### src/rtl/serial_link_noc_credit_bridge.sv
// NumChan NoC flit channels multiplexed onto one AXI-Stream link with per-channel credit flow control.
// Optional per-channel statistics counters are built when SERIAL_LINK_NOC_CREDIT_STATS_EN is defined.
module serial_link_noc_credit_bridge #(
  parameter  int unsigned NumChan     = 2,
  parameter  int unsigned FlitWidth   = 64,
  parameter  int unsigned TxFifoDepth = 2,
  parameter  int unsigned RxFifoDepth = 4,
  localparam int unsigned IdxW        = (NumChan > 1) ? $clog2(NumChan) : 1,
  localparam int unsigned CntW        = $clog2(RxFifoDepth + 1),
  localparam int unsigned PayloadW    = FlitWidth + 2 * IdxW + 2
) (
  input  logic                         clk_i,
  input  logic                         rst_i,
  input  logic [NumChan-1:0]           chan_in_valid_i,
  output logic [NumChan-1:0]           chan_in_ready_o,
  input  logic [NumChan*FlitWidth-1:0] chan_in_data_i,
  output logic [NumChan-1:0]           chan_out_valid_o,
  input  logic [NumChan-1:0]           chan_out_ready_i,
  output logic [NumChan*FlitWidth-1:0] chan_out_data_o,
  output logic                         axis_out_tvalid_o,
  input  logic                         axis_out_tready_i,
  output logic [PayloadW-1:0]          axis_out_tdata_o,
  input  logic                         axis_in_tvalid_i,
  output logic                         axis_in_tready_o,
  input  logic [PayloadW-1:0]          axis_in_tdata_i,
  output logic                         err_overflow_o
`ifdef SERIAL_LINK_NOC_CREDIT_STATS_EN
  ,
  output logic [NumChan*32-1:0]        stat_tx_flits_o,
  output logic [NumChan*32-1:0]        stat_stall_o
`endif
);
  localparam int unsigned TxPtrW = (TxFifoDepth > 1) ? $clog2(TxFifoDepth) : 1;
  localparam int unsigned TxCntW = $clog2(TxFifoDepth + 1);
  localparam int unsigned RxPtrW = (RxFifoDepth > 1) ? $clog2(RxFifoDepth) : 1;
  localparam logic [CntW-1:0] CrdMax = CntW'(RxFifoDepth);

  logic [CntW-1:0]      tx_credit   [NumChan];
  logic [CntW-1:0]      pend_credit [NumChan];
  logic [IdxW-1:0]      rr_ptr;
  logic [NumChan-1:0]   eligible;
  logic                 grant_any;
  logic [IdxW-1:0]      grant_idx;
  logic                 crd_any;
  logic [IdxW-1:0]      crd_sel;
  logic [FlitWidth-1:0] tx_flit;
  logic                 tx_full, tx_accept, tx_enq, tx_deq;
  logic [PayloadW-1:0]  tx_beat;
  logic [PayloadW-1:0]  tx_mem [TxFifoDepth];
  logic [TxPtrW-1:0]    tx_wr, tx_rd;
  logic [TxCntW-1:0]    tx_cnt;
  logic [NumChan-1:0]   flit_take, crd_take, crd_ret;

  logic                 in_crd_vld, in_dat_vld;
  logic [IdxW-1:0]      in_crd_idx, in_dat_idx;
  logic [FlitWidth-1:0] in_flit;
  logic                 rx_fire, rx_drop, rx_hit;
  logic [FlitWidth-1:0] rx_mem [NumChan][RxFifoDepth];
  logic [RxPtrW-1:0]    rx_wr  [NumChan];
  logic [RxPtrW-1:0]    rx_rd  [NumChan];
  logic [CntW-1:0]      rx_cnt [NumChan];
  logic [NumChan-1:0]   rx_push, rx_pop;

  // Two-pass round robin: first eligible at or above the pointer, else lowest eligible overall.
  always_comb begin
    eligible  = '0;
    grant_any = 1'b0;
    grant_idx = '0;
    crd_any   = 1'b0;
    crd_sel   = '0;
    for (int unsigned c = 0; c < NumChan; c++)
      eligible[c] = chan_in_valid_i[c] && (tx_credit[c] != '0);
    for (int unsigned c = 0; c < NumChan; c++)
      if (!grant_any && eligible[c] && (IdxW'(c) >= rr_ptr)) begin
        grant_any = 1'b1;
        grant_idx = IdxW'(c);
      end
    for (int unsigned c = 0; c < NumChan; c++)
      if (!grant_any && eligible[c]) begin
        grant_any = 1'b1;
        grant_idx = IdxW'(c);
      end
    for (int unsigned c = 0; c < NumChan; c++)
      if (!crd_any && (pend_credit[c] != '0)) begin
        crd_any = 1'b1;
        crd_sel = IdxW'(c);
      end
  end

  assign tx_full   = (tx_cnt == TxCntW'(TxFifoDepth));
  assign tx_accept = grant_any && !tx_full;
  assign tx_enq    = !tx_full && (grant_any || crd_any);
  assign tx_deq    = (tx_cnt != '0) && axis_out_tready_i;
  assign tx_beat   = {crd_any, crd_sel, grant_any, grant_idx, tx_flit};

  assign {in_crd_vld, in_crd_idx, in_dat_vld, in_dat_idx, in_flit} = axis_in_tdata_i;
  assign axis_in_tready_o = !rst_i;
  assign rx_fire          = axis_in_tvalid_i && axis_in_tready_o;

  always_comb begin
    chan_in_ready_o = '0;
    tx_flit         = '0;
    flit_take       = '0;
    crd_take        = '0;
    crd_ret         = '0;
    for (int unsigned c = 0; c < NumChan; c++) begin
      chan_in_ready_o[c] = grant_any && (grant_idx == IdxW'(c)) && !tx_full && !rst_i;
      if (grant_any && (grant_idx == IdxW'(c)))
        tx_flit = chan_in_data_i[c*FlitWidth +: FlitWidth];
      flit_take[c] = chan_in_ready_o[c] && chan_in_valid_i[c];
      crd_take[c]  = tx_enq && crd_any && (crd_sel == IdxW'(c));
      crd_ret[c]   = rx_fire && in_crd_vld && (in_crd_idx == IdxW'(c));
    end
  end

  always_ff @(posedge clk_i or posedge rst_i) begin
    if (rst_i) begin
      rr_ptr <= '0;
      for (int unsigned c = 0; c < NumChan; c++) begin
        tx_credit[c]   <= CrdMax;
        pend_credit[c] <= '0;
      end
    end else begin
      if (tx_accept)
        rr_ptr <= (grant_idx == IdxW'(NumChan - 1)) ? '0 : grant_idx + 1'b1;
      for (int unsigned c = 0; c < NumChan; c++) begin
        if (crd_ret[c] && !flit_take[c]) begin
          assert (tx_credit[c] != CrdMax);
          if (tx_credit[c] != CrdMax) tx_credit[c] <= tx_credit[c] + 1'b1;
        end else if (flit_take[c] && !crd_ret[c]) begin
          tx_credit[c] <= tx_credit[c] - 1'b1;
        end
        if (rx_pop[c] && !crd_take[c]) begin
          if (pend_credit[c] != CrdMax) pend_credit[c] <= pend_credit[c] + 1'b1;
        end else if (crd_take[c] && !rx_pop[c]) begin
          pend_credit[c] <= pend_credit[c] - 1'b1;
        end
      end
    end
  end

  always_ff @(posedge clk_i or posedge rst_i) begin
    if (rst_i) begin
      tx_wr  <= '0;
      tx_rd  <= '0;
      tx_cnt <= '0;
    end else begin
      if (tx_enq) tx_wr <= (tx_wr == TxPtrW'(TxFifoDepth - 1)) ? '0 : tx_wr + 1'b1;
      if (tx_deq) tx_rd <= (tx_rd == TxPtrW'(TxFifoDepth - 1)) ? '0 : tx_rd + 1'b1;
      if (tx_enq && !tx_deq)      tx_cnt <= tx_cnt + 1'b1;
      else if (tx_deq && !tx_enq) tx_cnt <= tx_cnt - 1'b1;
    end
  end

  always_ff @(posedge clk_i)
    if (tx_enq) tx_mem[tx_wr] <= tx_beat;

  assign axis_out_tvalid_o = (tx_cnt != '0);
  assign axis_out_tdata_o  = axis_out_tvalid_o ? tx_mem[tx_rd] : '0;

  always_comb begin
    rx_push = '0;
    rx_pop  = '0;
    rx_hit  = 1'b0;
    rx_drop = 1'b0;
    for (int unsigned c = 0; c < NumChan; c++) begin
      rx_pop[c] = chan_out_valid_o[c] && chan_out_ready_i[c];
      if (in_dat_idx == IdxW'(c)) begin
        rx_hit = 1'b1;
        if (rx_fire && in_dat_vld) begin
          if (rx_cnt[c] == CrdMax) rx_drop = 1'b1;
          else                     rx_push[c] = 1'b1;
        end
      end
    end
    if (rx_fire && in_dat_vld && !rx_hit) rx_drop = 1'b1;
  end

  always_ff @(posedge clk_i or posedge rst_i) begin
    if (rst_i) begin
      for (int unsigned c = 0; c < NumChan; c++) begin
        rx_wr[c]  <= '0;
        rx_rd[c]  <= '0;
        rx_cnt[c] <= '0;
      end
      err_overflow_o <= 1'b0;
    end else begin
      for (int unsigned c = 0; c < NumChan; c++) begin
        if (rx_push[c]) rx_wr[c] <= (rx_wr[c] == RxPtrW'(RxFifoDepth - 1)) ? '0 : rx_wr[c] + 1'b1;
        if (rx_pop[c])  rx_rd[c] <= (rx_rd[c] == RxPtrW'(RxFifoDepth - 1)) ? '0 : rx_rd[c] + 1'b1;
        if (rx_push[c] && !rx_pop[c])      rx_cnt[c] <= rx_cnt[c] + 1'b1;
        else if (rx_pop[c] && !rx_push[c]) rx_cnt[c] <= rx_cnt[c] - 1'b1;
      end
      if (rx_drop) err_overflow_o <= 1'b1;
    end
  end

  always_ff @(posedge clk_i)
    for (int unsigned c = 0; c < NumChan; c++)
      if (rx_push[c]) rx_mem[c][rx_wr[c]] <= in_flit;

  always_comb begin
    chan_out_valid_o = '0;
    chan_out_data_o  = '0;
    for (int unsigned c = 0; c < NumChan; c++) begin
      chan_out_valid_o[c] = (rx_cnt[c] != '0);
      if (chan_out_valid_o[c]) chan_out_data_o[c*FlitWidth +: FlitWidth] = rx_mem[c][rx_rd[c]];
    end
  end

`ifdef SERIAL_LINK_NOC_CREDIT_STATS_EN
  logic [31:0] stat_tx [NumChan];
  logic [31:0] stat_st [NumChan];

  always_ff @(posedge clk_i or posedge rst_i) begin
    if (rst_i) begin
      for (int unsigned c = 0; c < NumChan; c++) begin
        stat_tx[c] <= '0;
        stat_st[c] <= '0;
      end
    end else begin
      for (int unsigned c = 0; c < NumChan; c++) begin
        if (flit_take[c]) stat_tx[c] <= stat_tx[c] + 1'b1;
        if (chan_in_valid_i[c] && (tx_credit[c] == '0)) stat_st[c] <= stat_st[c] + 1'b1;
      end
    end
  end

  always_comb begin
    stat_tx_flits_o = '0;
    stat_stall_o    = '0;
    for (int unsigned c = 0; c < NumChan; c++) begin
      stat_tx_flits_o[c*32 +: 32] = stat_tx[c];
      stat_stall_o[c*32 +: 32]    = stat_st[c];
    end
  end
`endif

endmodule

### config.mk
export PLATFORM = sky130hd
export DESIGN_NAME = serial_link_noc_credit_bridge
export DESIGN_NICKNAME = d
export VERILOG_FILES = /design/src/rtl/serial_link_noc_credit_bridge.sv
export SDC_FILE = /design/constraint.sdc
export NUM_CORES = 1
export LEC_CHECK = 0
export CAP_MARGIN = 20
export CORE_MARGIN = 2
export CORE_UTILIZATION = 45
export CTS_CLUSTER_SIZE = 20
export DETAILED_ROUTE_END_ITERATION = 8
export GPL_TIMING_DRIVEN = 0
export HOLD_SLACK_MARGIN = 0.12
export PLACE_DENSITY = 0.66
export SYNTH_ARGS = -nofsm -noshare
export SYNTH_HDL_FRONTEND = slang
export SYNTH_SLANG_ARGS = --single-unit
### constraint.sdc
create_clock -name clk_i -period 8.1 [get_ports clk_i]
set_input_delay 2.43 -clock clk_i [delete_from_list [all_inputs] [get_ports clk_i]]
set_output_delay 2.43 -clock clk_i [all_outputs]
set_load 0.005 [all_outputs]
==> impl_metrics.json <==
{
  "die_y_um": 250,
  "postCtsResizedCells": 0,
  "final_cell_mix": "648 x edfxtp_1, 406 x clkdlybuf4s50_1, 130 x and2_1",
  "avgRoutedWirePerCell_um": 24.3,
  "status": "finished clean",
  "required_ns": 5.67,
  "dp_worst_setup_slack_ns": 0.930,
  "numPortBuffers": 406,
  "grt_pass1_vias": 15400,
  "fp-row-count": 90,
  "track_usage": 0.214,
  "post-place-cells": 2599,
  "drt_iter0_drc": 1084,
  "die_x_um": 250,
  "overflow": 0,
  "crit_path_end_kind": "output pin",
  "post_cts.repair.setup_buffers": 0,
  "gp_congestion": 0.840,
  "rsz0062_at_grt": "false",
  "reg2reg_slack_ns": 5.52,
  "worstHoldEndpoint": "err_overflow_o",
  "synth_top_cell_by_area": "edfxtp_1",
  "crit_top_cell": "clkdlybuf4s50_1",
  "grt_pass1_wl_mm": 98.2,
  "cts-root-buf": "clkbuf_16",
  "relSlewSlack": 0.344,
  "fmax_ghz": 0.141,
  "seqCellArea_um2": 20300,
  "grt_max_degree": 55,
  "multi_input_area_um2": 6540,
  "crit_slowest_cell": "inv_2",
  "clkTransAtPathRegs_ns": 0.06,
  "numCtsBuffers": 72,
  "synth_edf_count": 648,
  "fin_ws_ns": 1.00,
  "timing.rr.start": "tx_cnt[0]",
  "htree_levels": 3,
  "path_cells": "clkdlybuf4s50_1 -> inv_2 -> o2111ai_4 -> inv_1 -> clkdlybuf4s50_1",
  "final_common_cell": "edfxtp_1",
  "yosys_most_used_dff": "edfxtp_1",
  "cts_tree": "built",
  "finalNonFillerCells": 2732,
  "async_reset_ff_frac": 0.0471,
  "critical_path_peak_fanout": 34,
  "skew_ns": 0.0192,
  "synth_area_um2": 27200,
  "ant_nets": 0,
  "p_per_area_nw_per_um2": 364,
  "die_area_um2": 62400,
  "nNetsFinal": 2114,
  "synth_top_cell_area_share": 0.716,
  "r2r_cells": 6,
  "cp.arrival_ns": 4.67,
  "vdd_drop_max_mv": 0.245,
  "vias_per_cell": 5.40,
  "setup-violations-final": 0,
  "dp_hpwl_mm": 44.2,
  "cts_sinks": 680,
  "synth_cell_types": 56,
  "fin_util": 0.581,
  "yosysSeqAreaShare": 0.745,
  "synth_area_leaders": "edfxtp_1 72%, mux4_2 11%, and2_1 3.2%, dfrtp_1 2.8%, mux2i_1 2.5%",
  "syn_inst": 1400,
  "final-hold-violation-count": 0,
  "cap_violations": 0,
  "firstDrtPassIters": 5,
  "dr_total_vias": 14800,
  "timing.rr.end": "pend_credit[5]",
  "io_pins": 407,
  "fill_cells": 4513,
  "initial_core_util": 0.453,
  "yosys_warnings": 0,
  "clockBufferDepth": 3,
  "crit_type": "input port to output pin",
  "power_leakage_nw": 11.8,
  "ys_ff_latch": 680,
  "drc": 0,
  "drive_gt1_frac": 0.155,
  "min_period_ns": 7.10,
  "finalCritPeriodShare": 0.876,
  "antenna_found_initial": 10,
  "worst_pin_slew_ns": 0.985,
  "hold_buffers": 0,
  "totalWireLength_mm": 66.3,
  "fin_setup_tns_ns": 0,
  "min-delay-start": "err_overflow_o",
  "max_stage_delay_ns": 0.64,
  "clkLatencyLatePin_ns": 0.61,
  "area_growth_pct": 28.2,
  "slew_viol_final": 0,
  "hold_class": "flip-flop to flip-flop",
  "holdPathStages": 1,
  "worstSetupStartpointType": "input port",
  "syn-num-nets": 1623,
  "core_um2": 60000,
  "avgSynthCellArea_um2": 19.4
}
==> final cells by class <==
cell class	count	area share
clock buffer	87	0.0539
multi-input combinational	627	0.188
antenna	3	0.000215
timing repair buffer	417	0.125
sequential	680	0.581
tap	782	0.0281
clock inverter	43	0.0118
inverter	17	0.00183
buffer	76	0.0101
==> kinds of logic (layout without fill, tap and decap cells) <==
group,count (synthesis),count (layout),synth area share
flops,680,680,0.745
simple gates,280,280,0.0553
mux,204,204,0.134
compound gates,111,111,0.0350
buf+inv,93,640,0.0153
fa+ha+maj,19,19,0.0104
xor+xnor,13,13,0.00419
other cells,0,3,0
==> synth_stat cells (9+ instances only) <==
cell	instances
mux2i_1	68
and2_1	139
ha_1	13
mux4_2	128
clkbuf_1	34
buf_2	32
nand2_1	12
edfxtp_1	648
a22o_1	64
nand3_1	9
nor2_1	89
dfrtp_1	30
inv_1	17
==> worst max-delay path by stage <==
| stage | from | end | slack, ns | depth (start not counted) |
|---|---|---|---|---|
| after floorplan | chan_in_valid_i[0] | tx_mem[0][0] | 1.75 | 4 |
| after global placement | chan_in_valid_i[0] | tx_mem[0][11] | -0.57 | 5 |
| after detailed placement | rst_i | chan_in_ready_o[1] | 0.93 | 5 |
| after CTS | rst_i | chan_in_ready_o[1] | 0.93 | 5 |
| after global routing | rst_i | chan_in_ready_o[1] | 0.75 | 5 |
| final | rst_i | chan_in_ready_o[1] | 1.00 | 5 |
==> registers in the layout (all words and copies together), names as in the netlist <==
register        cells
err_overflow_o      1
rr_ptr              1
pend_credit         6
rx_rd               4
tx_credit           6
tx_rd               1
rx_wr               4
tx_mem            136
tx_cnt              2
rx_mem            512
tx_wr               1
rx_cnt              6
==> worst max-delay path: cells and delay by family <==
family / cells / cell delay (ns)
buffers and inverters: 4 / 1.91
AOI/OAI and AO/OA: 1 / 0.32
==> stage by stage <==
step	power, W	hold slack [ns]	area (um2)
floorplan	0.00711	0.455	27200
global placement	0.00953	0.464	32200
detailed placement	0.00962	0.474	32600
CTS	0.0129	0.485	34800
global route	0.0133	0.497	34800
finish	0.0127	0.478	34800
==> routing by layer <==
layer  part of all wire  vias to the layer above  GRT usage
li1                   -                     6576          -
met1               0.40                     7531      0.272
met2               0.49                      543      0.356
met3              0.085                      100     0.0636
met4              0.022                       14     0.0652
met5             0.0014                        -          0
==> where the power goes <==
| group | switching (W) | internal (W) | total, W | leakage (nW) |
|---|---|---|---|---|
| sequential | 0.000217 | 0.00450 | 0.00472 | 6.31 |
| combinational | 0.00222 | 0.00253 | 0.00475 | 4.38 |
| clock | 0.00135 | 0.00186 | 0.00321 | 1.12 |
(Power assumes the default switching activity.)
